**src/rtl/weight_load_scheduler_pkg.sv**
```systemverilog
// Shared definitions for the weight-load path: FSM encoding, default geometry
// and address-width derivation (also used by weight_bram_controller).
package weight_load_scheduler_pkg;

    typedef enum logic [2:0] {
        ST_IDLE = 3'd0,
        ST_WRST = 3'd1,
        ST_LOAD = 3'd2,
        ST_READ = 3'd3,
        ST_DONE = 3'd4
    } wls_state_e;

    localparam int unsigned DEF_AXIS_DATA_WIDTH = 64;
    localparam int unsigned DEF_BEATS_PER_LINE  = 18;   // 1152 / 64
    localparam int unsigned DEF_BRAM_DEPTH      = 512;

    // Width needed to index 'depth' entries, never narrower than one bit.
    function automatic int unsigned addr_w(input int unsigned depth);
        return (depth > 1) ? $clog2(depth) : 1;
    endfunction

endpackage

```
**src/rtl/weight_load_scheduler.sv**
```systemverilog
// Sequences one weight job: reset the BRAM write pointer, forward the DMA
// stream line by line, then serve kernel-pair reads for N passes.
module weight_load_scheduler
    import weight_load_scheduler_pkg::*;
#(
    parameter int unsigned AXIS_DATA_WIDTH = DEF_AXIS_DATA_WIDTH,
    parameter int unsigned BEATS_PER_LINE  = DEF_BEATS_PER_LINE,
    parameter int unsigned BRAM_DEPTH      = DEF_BRAM_DEPTH,
    localparam int unsigned ADDR_W         = addr_w(BRAM_DEPTH)
) (
    input  logic                       clk,
    input  logic                       rst_n,
    input  logic                       i_start,
    input  logic                       i_abort,
    input  logic [ADDR_W:0]            i_num_lines,
    input  logic [7:0]                 i_num_passes,
    input  logic                       s_axis_tvalid,
    input  logic                       s_axis_tlast,
    input  logic [AXIS_DATA_WIDTH-1:0] s_axis_tdata,
    output logic                       s_axis_tready,
    output logic                       m_axis_tvalid,
    output logic                       m_axis_tlast,
    output logic [AXIS_DATA_WIDTH-1:0] m_axis_tdata,
    input  logic                       m_axis_tready,
    output logic                       o_write_addr_rst,
    output logic                       o_read_en,
    output logic [ADDR_W-1:0]          o_read_addr,
    input  logic                       i_kernel_req,
    output logic                       o_kernel_valid,
    output logic                       o_kernel_last,
    output logic                       o_busy,
    output logic                       o_done,
    output logic                       o_err_cfg,
    output logic                       o_err_tlast
);

    localparam int unsigned BEAT_W = addr_w(BEATS_PER_LINE);
    localparam int unsigned CNT_W  = ADDR_W + 1;

    wls_state_e        state_q, state_d;
    logic [BEAT_W-1:0] beat_q, beat_d;
    logic [CNT_W-1:0]  line_q, line_d;
    logic [CNT_W-1:0]  lines_q, lines_d;
    logic [7:0]        passes_q, passes_d;
    logic [ADDR_W-1:0] rd_idx_q, rd_idx_d;
    logic [7:0]        pass_q, pass_d;
    logic              issued_q, issued_d;
    logic              read_en_q, read_en_d;
    logic [ADDR_W-1:0] read_addr_q, read_addr_d;
    logic              read_last_q, read_last_d;
    logic              kvalid_q, kvalid_d;
    logic              klast_q, klast_d;
    logic              err_tlast_q, err_tlast_d;
    logic              err_cfg_q, err_cfg_d;

    logic [CNT_W-1:0] lines_m1;
    logic             beat_end, line_end, rd_end, last_pass, beat_acc, cfg_ok;

    assign lines_m1  = lines_q - CNT_W'(1);
    assign beat_end  = (beat_q == BEAT_W'(BEATS_PER_LINE - 1));
    assign line_end  = (line_q == lines_m1);
    assign rd_end    = ({1'b0, rd_idx_q} == lines_m1);
    assign last_pass = (pass_q == passes_q - 8'd1);
    assign beat_acc  = s_axis_tvalid & m_axis_tready;
    assign cfg_ok    = (i_num_lines != '0) && (i_num_lines <= CNT_W'(BRAM_DEPTH));

    always_comb begin
        state_d          = state_q;
        beat_d           = beat_q;
        line_d           = line_q;
        lines_d          = lines_q;
        passes_d         = passes_q;
        rd_idx_d         = rd_idx_q;
        pass_d           = pass_q;
        issued_d         = issued_q;
        read_addr_d      = read_addr_q;
        err_tlast_d      = err_tlast_q;
        read_en_d        = 1'b0;
        read_last_d      = 1'b0;
        kvalid_d         = read_en_q;
        klast_d          = read_en_q & read_last_q;
        err_cfg_d        = 1'b0;
        s_axis_tready    = 1'b0;
        m_axis_tvalid    = 1'b0;
        m_axis_tlast     = 1'b0;
        m_axis_tdata     = '0;
        o_write_addr_rst = 1'b0;
        o_done           = 1'b0;

        case (state_q)
            ST_IDLE: begin
                if (i_start) begin
                    if (cfg_ok) begin
                        lines_d     = i_num_lines;
                        passes_d    = (i_num_passes == 8'd0) ? 8'd1 : i_num_passes;
                        err_tlast_d = 1'b0;
                        beat_d      = '0;
                        line_d      = '0;
                        rd_idx_d    = '0;
                        pass_d      = '0;
                        issued_d    = 1'b0;
                        state_d     = ST_WRST;
                    end else begin
                        err_cfg_d = 1'b1;
                    end
                end
            end
            ST_WRST: begin
                o_write_addr_rst = 1'b1;
                state_d          = ST_LOAD;
            end
            ST_LOAD: begin
                m_axis_tdata = s_axis_tdata;
                m_axis_tlast = s_axis_tlast;
                // Abort suppresses the handshake so no beat lands in a cancelled job.
                if (!i_abort) begin
                    m_axis_tvalid = s_axis_tvalid;
                    s_axis_tready = m_axis_tready;
                    if (beat_acc) begin
                        if (s_axis_tlast != beat_end)
                            err_tlast_d = 1'b1;
                        if (beat_end) begin
                            beat_d = '0;
                            if (line_end) begin
                                line_d  = '0;
                                state_d = ST_READ;
                            end else begin
                                line_d = line_q + CNT_W'(1);
                            end
                        end else begin
                            beat_d = beat_q + BEAT_W'(1);
                        end
                    end
                end
            end
            ST_READ: begin
                if (i_kernel_req && !issued_q) begin
                    read_en_d   = 1'b1;
                    read_addr_d = rd_idx_q;
                    read_last_d = rd_end & last_pass;
                    if (rd_end) begin
                        rd_idx_d = '0;
                        if (last_pass) issued_d = 1'b1;
                        else           pass_d   = pass_q + 8'd1;
                    end else begin
                        rd_idx_d = rd_idx_q + ADDR_W'(1);
                    end
                end
                if (kvalid_q && klast_q)
                    state_d = ST_DONE;
            end
            ST_DONE: begin
                o_done  = 1'b1;
                state_d = ST_IDLE;
            end
            default: state_d = ST_IDLE;
        endcase

        if (i_abort && state_q != ST_IDLE) begin
            state_d     = ST_IDLE;
            read_en_d   = 1'b0;
            read_last_d = 1'b0;
            read_addr_d = read_addr_q;
            kvalid_d    = 1'b0;
            klast_d     = 1'b0;
            o_done      = 1'b0;
        end
    end

    always_ff @(posedge clk or negedge rst_n) begin
        if (!rst_n) begin
            state_q     <= ST_IDLE;
            beat_q      <= '0;
            line_q      <= '0;
            lines_q     <= '0;
            passes_q    <= '0;
            rd_idx_q    <= '0;
            pass_q      <= '0;
            issued_q    <= 1'b0;
            read_en_q   <= 1'b0;
            read_addr_q <= '0;
            read_last_q <= 1'b0;
            kvalid_q    <= 1'b0;
            klast_q     <= 1'b0;
            err_tlast_q <= 1'b0;
            err_cfg_q   <= 1'b0;
        end else begin
            state_q     <= state_d;
            beat_q      <= beat_d;
            line_q      <= line_d;
            lines_q     <= lines_d;
            passes_q    <= passes_d;
            rd_idx_q    <= rd_idx_d;
            pass_q      <= pass_d;
            issued_q    <= issued_d;
            read_en_q   <= read_en_d;
            read_addr_q <= read_addr_d;
            read_last_q <= read_last_d;
            kvalid_q    <= kvalid_d;
            klast_q     <= klast_d;
            err_tlast_q <= err_tlast_d;
            err_cfg_q   <= err_cfg_d;
        end
    end

    assign o_read_en      = read_en_q;
    assign o_read_addr    = read_addr_q;
    assign o_kernel_valid = kvalid_q;
    assign o_kernel_last  = klast_q;
    assign o_busy         = (state_q != ST_IDLE);
    assign o_err_cfg      = err_cfg_q;
    assign o_err_tlast    = err_tlast_q;

endmodule

```
**config.mk**
```make
export PLATFORM = sky130hd
export DESIGN_NAME = weight_load_scheduler
export DESIGN_NICKNAME = d
export VERILOG_FILES = /design/src/rtl/weight_load_scheduler_pkg.sv /design/src/rtl/weight_load_scheduler.sv
export SDC_FILE = /design/constraint.sdc
export NUM_CORES = 1
export LEC_CHECK = 0
export CELL_PAD_IN_SITES_DETAIL_PLACEMENT = 1
export CELL_PAD_IN_SITES_GLOBAL_PLACEMENT = 2
export CORE_MARGIN = 2
export CORE_UTILIZATION = 27
export DETAILED_ROUTE_END_ITERATION = 7
export PLACE_DENSITY = 0.85
export SLEW_MARGIN = 20
export SYNTH_ARGS = -nofsm -noshare
export SYNTH_HDL_FRONTEND = slang
export SYNTH_SLANG_ARGS = --single-unit
```
**constraint.sdc**
```tcl
create_clock -name clk -period 8.4 [get_ports clk]
set_input_delay 1.68 -clock clk [delete_from_list [all_inputs] [get_ports clk]]
set_output_delay 1.68 -clock clk [all_outputs]
set_load 0.01 [all_outputs]
```
* Word level (Yosys, flattened, before mapping) *
Index checks and enable logic that the tools add are counted.

cells by class
  add/subtract/negate cells = 6
  magnitude comparators = 1
  eq/ne operators = 26
  muxes and demuxes = 64
  bitwise operators = 4
  reductions and logical operators = 20

operator list
  kind                                                count
  2-to-1 mux 64 bit                                   1
  2-to-1 mux 10 bit                                   6
  2-to-1 mux 8 bit                                    6
  2-to-1 mux 9 bit                                    4
  2-to-1 mux 1 bit                                    27
  2-to-1 mux 5 bit                                    5
  2-to-1 mux 3 bit                                    8
  AND reduction 6 bit                                 4
  != test 3 bit, second input constant                7
  != test 2 bit, second input constant                10
  one-hot mux 10 bit (2 select lines)                 1
  one-hot mux 9 bit (2 select lines)                  1
  one-hot mux 8 bit (2 select lines)                  1
  one-hot mux 3 bit (4 select lines)                  1
  adder 10 x 1 -> 10 bit, second input constant       1
  == test 10 bit                                      1
  == test 9 x 10 -> 1 bit                             1
  <= comparator 10 bit, second input constant         1
  one-hot mux 5 bit (2 select lines)                  1
  nonzero test 10 bit                                 1
  subtractor 10 x 1 -> 10 bit, second input constant  1
  adder 9 x 1 -> 9 bit, second input constant         1
  adder 8 x 1 -> 8 bit, second input constant         1
  == test 8 bit                                       1
  20 further kinds                                    29

storage, ports and cells
  register bits = 69
  output and inout bits = 84

* Depth between registers and ports, before layout *
  depth after elaboration = 8
  depth in mapped cells = 11
  depth with buffers taken out = 9

* Least setup slack after synthesis *
Ideal clock, no wire load.

  path type = input to output
  start = in i_abort
  end = out o_done
  arrival = 2307 ps
  data required time = 6720 ps
  setup slack = 4413 ps
  cell stages on the path = 2
  path buffers = 1
  cells stage by stage = clkbuf_1 nor4b_1

between the ends
  cells in the longest elaborated chain, start to end = 2

ends and longest elaborated chain
  element             line                          RTL
  start: declaration  weight_load_scheduler.sv:14   input logic i_abort,
  logical AND 1 bit   weight_load_scheduler.sv:159  if (i_abort && state_q != ST_IDLE) begin
  2-to-1 mux 1 bit    weight_load_scheduler.sv:159
  end: declaration    weight_load_scheduler.sv:32   output logic o_done,

No other way between the ends.

* Worst setup path in the final report *
  start = reg state_q[0]
  end = out s_axis_tready

between the ends
  cells in the longest elaborated chain, start to end = 2

ends and longest elaborated chain
  element                   line                          RTL
  start: declaration        weight_load_scheduler.sv:40   wls_state_e state_q, state_d;
  start signal: assignment  weight_load_scheduler.sv:188  state_q <= state_d;
  == test 3 x 2 -> 1 bit    weight_load_scheduler.sv:90   case (state_q)
  2-to-1 mux 1 bit          weight_load_scheduler.sv:90
  end: declaration          weight_load_scheduler.sv:20   output logic s_axis_tready,

No other way between the ends.

==> out/metrics.csv <==
stage;metric;value;unit
outcome;outcome;finished, final reports clean;
power_and_ir_drop;power dissipated by switching net loads;772;uW
grt;met1 Track Usage GR;26.0;%
power_and_ir_drop;Sw Share;42.2;%
sta;fin. max-slew vios;0;
cells_and_area;Sequential Area;1730;um2
grt;total global routing overflow;0;
cts;buffer cell driving the clock tree root;sky130_fd_sc_hd__clkbuf_16;
grt;maximum number of pins on one net before global-route repair;81;
route;wire length per cell after detailed routing;18.3;um
placement;gpl congestion;0.881;
route;number of antenna-violating nets in the routed design;0;
cells_and_area;layout net count;805;
power_and_ir_drop;Power Internal;1.06;mW
floorplanning;Die Y-Extent;134;um
worst_hold_path;worst hold path type;reg2reg;
sta;Final Skew;4.75;ps
sta;Worst Setup Slack, final;3440;ps
cts;# Post-CTS Setup Buffers;0;
cts;number of H-tree levels;3;
floorplanning;Die W;134;um
synthesis;number of enable flip-flop cells after synthesis;0;
grt;first-pass GRT wire length;27500;um
cells_and_area;antenna diode count;0;
power_and_ir_drop;power density cells;273;nW/um2
synthesis;Warnings, synthesis;0;
grt;met3 demand-to-capacity share in global routing;3.33;%
power_and_ir_drop;part of the total power dissipated in sequential elements;28.0;%
cts;Worst-path clk slew;50;ps
setup_path;maximum fanout count along the critical path;36;
cells_and_area;layout cells sized above 1;3.93;%
power_and_ir_drop;proportion of power drawn by the clock network;18.7;%
run;max_cap viols;0;
setup_path;critical path required time;6720;ps
cts;number of CTS-inserted buffers;9;
synthesis;commonest register cell after synthesis;sky130_fd_sc_hd__dfrtp_1;
synthesis;Synth Register Bits;69;
synthesis;syn_area_per_cell;8.18;um2
grt;met2 layer usage reported by global route;32.1;%
placement;pre-CTS setup slack;3380;ps
sta;Relative slew margins;37.2;%
cts;CTS sink count;69;
synthesis;summed instance area of the synthesized netlist;4570;um2
grt;via count of the first global-routing pass;5038;
power_and_ir_drop;combinational cell fraction of total power;53.4;%
cells_and_area;Multi-input gate area;2640;um2
synthesis;share of the yosys chip area belonging to registers;37.8;%
sta;achievable clock frequency;0.201;GHz
route;vias per std cell;5.03;
route;drt initial violations;242;
cts;clock tree from TritonCTS;yes;
setup_path;class of the most critical setup path;reg2out;
sta;Worst-Margin Slew;941;ps
route;Initial DRT Pass Iterations;4;
setup_path;Worst Setup End Kind;primary output;
floorplanning;Std-Cell Core Area;16600;um2
cts;clock latency on the worst-skew pair;340;ps
sta;share of the clock period used by the worst path after layout;59.1;%
cells_and_area;Area growth syn-to-layout;47.0;%
setup_path;critical path arrival;3280;ps
synthesis;count of distinct cell types in the synthesized netlist;60;
synthesis;asr flop ratio synth;100;%
cells_and_area;end-of-flow core utilization;40.5;%
floorplanning;initial standard-cell utilization of the core;27.5;%
route;vias after detailed routing;4690;
route;DRC viols;0;
grt;most used routing layer;met2;
placement;IO buf count;173;
cts;Post-CTS Resized;0;
sta;Worst Hold Margin;461;ps
floorplanning;boundary pin count;174;
grt;global routing usage summed across all routing layers;19.4;%
floorplanning;FP Rows;47;
synthesis;instance count of the mapped netlist;558;
sta;hold violation total from the final report;0;
route;routed wire length;17000;um
cells_and_area;Filler Cell Count;1925;
sta;unrepaired setup endpoints after global routing;false;
setup_path;startpoint type of the worst setup path;flop;
cts;number of buffers inserted by hold repair at cts;0;
synthesis;post-synth net total;655;
sta;Tmin final;4960;ps
placement;Post-DP HPWL;13000;um
power_and_ir_drop;maximum vdd ir drop;0.109;mV
power_and_ir_drop;Static Leakage;2.94;nW
sta;Final setup viols;0;
grt;initial antenna violation count;0;
cts;worst-case clock buffer depth;2;
sta;setup TNS;0;ps
floorplanning;die outline area;18000;um2
power_and_ir_drop;Pwr Total;1.83;mW
## routing by layer
layer / vias to the layer above / wire [um]
li1: 2288 / -
met1: 2298 / 7910
met2: 73 / 8280
met3: 31 / 409
met4: 0 / 435
met5: - / 0
## placed cells by master (no fill, tap or decap), types with 3 or more instances in the layout
cell,synthesis,final
sky130_fd_sc_hd__clkdlybuf4s50_1,0,172
sky130_fd_sc_hd__nand2_1,97,97
sky130_fd_sc_hd__and3_1,71,71
sky130_fd_sc_hd__dfrtp_1,69,69
sky130_fd_sc_hd__nor2_1,24,23
sky130_fd_sc_hd__nor3_1,22,22
sky130_fd_sc_hd__o21ai_1,19,19
sky130_fd_sc_hd__xnor2_1,17,17
sky130_fd_sc_hd__nand3_1,17,17
sky130_fd_sc_hd__inv_1,15,15
sky130_fd_sc_hd__xor2_1,15,15
sky130_fd_sc_hd__a21oi_1,15,15
sky130_fd_sc_hd__o21ai_0,13,13
sky130_fd_sc_hd__or4_1,10,10
sky130_fd_sc_hd__clkbuf_16,0,9
sky130_fd_sc_hd__or3_1,7,7
sky130_fd_sc_hd__nand2b_1,7,7
sky130_fd_sc_hd__ha_1,7,7
sky130_fd_sc_hd__and2_1,6,6
sky130_fd_sc_hd__nor4_1,6,6
sky130_fd_sc_hd__o31ai_1,6,6
sky130_fd_sc_hd__nor2b_1,5,5
sky130_fd_sc_hd__o211ai_1,5,5
sky130_fd_sc_hd__a221o_1,5,5
sky130_fd_sc_hd__clkbuf_1,36,5
sky130_fd_sc_hd__buf_4,0,5
sky130_fd_sc_hd__nor4b_1,4,4
sky130_fd_sc_hd__o41ai_1,4,4
sky130_fd_sc_hd__nand4_1,4,4
sky130_fd_sc_hd__o22ai_1,4,4
sky130_fd_sc_hd__a31oi_1,3,3
sky130_fd_sc_hd__nor3b_1,3,3
sky130_fd_sc_hd__a211oi_1,3,3
## cell type report
| type | count | area share [%] |
|---|---|---|
| well taps | 220 | 4.10 |
| repair buffers | 178 | 26.3 |
| flip-flops and latches | 69 | 25.7 |
| multi-input cells | 435 | 39.3 |
| clock buffers | 14 | 3.64 |
| inverters | 15 | 0.839 |
| clock inverters | 2 | 0.149 |
## registers in the layout, summed over array words and instances, names as in the netlist, 3 cells and up
signal and count:
passes_q 8, rd_idx_q 9, line_q 10, o_read_addr 9, state_q 3, pass_q 8, lines_q 10, beat_q 5
## cell families after synthesis
group | after synthesis | share of synthesized area (%)
xor+xnor | 33 | 6.63
buf+inv | 54 | 4.52
mux | 3 | 0.712
flops | 69 | 37.8
simple gates | 296 | 34.5
fa+ha+maj | 7 | 1.92
compound gates | 96 | 13.9
## power groups by stage
stage	registers [mW]	logic (mW)	clock network (mW)
3_3_place_gp	0.513	0.944	0
3_5_place_dp	0.515	0.976	0
6_report	0.511	0.977	0.341
2_1_floorplan	0.479	0.586	0
5_1_grt	0.527	1.06	0.366
4_1_cts	0.511	0.981	0.349
## worst max-delay path: stages, from the launching register on
cell and delay, ps:
sky130_fd_sc_hd__dfrtp_1 470, sky130_fd_sc_hd__nor2_2 770, sky130_fd_sc_hd__buf_4 430, sky130_fd_sc_hd__nand2_1 360
sky130_fd_sc_hd__nor3b_1 320, sky130_fd_sc_hd__clkdlybuf4s50_1 580
## cell usage after synthesis (all sizes together), types with 5 or more instances
cell | n | area share (%)
a21oi | 16 | 1.8
a221o | 5 | 1.1
and2 | 6 | 0.82
and3 | 71 | 9.7
clkbuf | 36 | 3.0
dfrtp | 69 | 38
ha | 7 | 1.9
inv | 15 | 1.2
nand2 | 97 | 8.0
nand2b | 7 | 0.96
nand3 | 17 | 1.9
nor2 | 24 | 2.0
nor2b | 5 | 0.69
nor3 | 23 | 2.6
nor4 | 7 | 1.3
nor4b | 5 | 1.1
o211ai | 5 | 0.82
o21ai | 32 | 3.5
o31ai | 6 | 0.99
or3 | 7 | 0.96
or4 | 10 | 1.6
xnor2 | 17 | 3.3
xor2 | 15 | 2.9
## per-stage QoR
step	instance area, um2	cells
finish	6710	933
global route	6710	933
CTS	6710	933
detailed placement	6460	917
global placement	6460	917
floorplan	4570	558
## path summary, 6_finish.rpt
check / to / depth (start not counted) / startpoint / slack, ps
max: s_axis_tready / 5 / state_q[0] / 3440
min: o_kernel_last / 1 / read_last_q / 460
max reg2reg: pass_q[6] / 9 / lines_q[0] / 5060
min reg2reg: o_kernel_last / 1 / read_last_q / 460
max in group asynchronous: line_q[1] / 2 / rst_n / 6220
min in group asynchronous: passes_q[6] / 2 / rst_n / 1530
No activity file was read; power rests on OpenSTA's default activity.
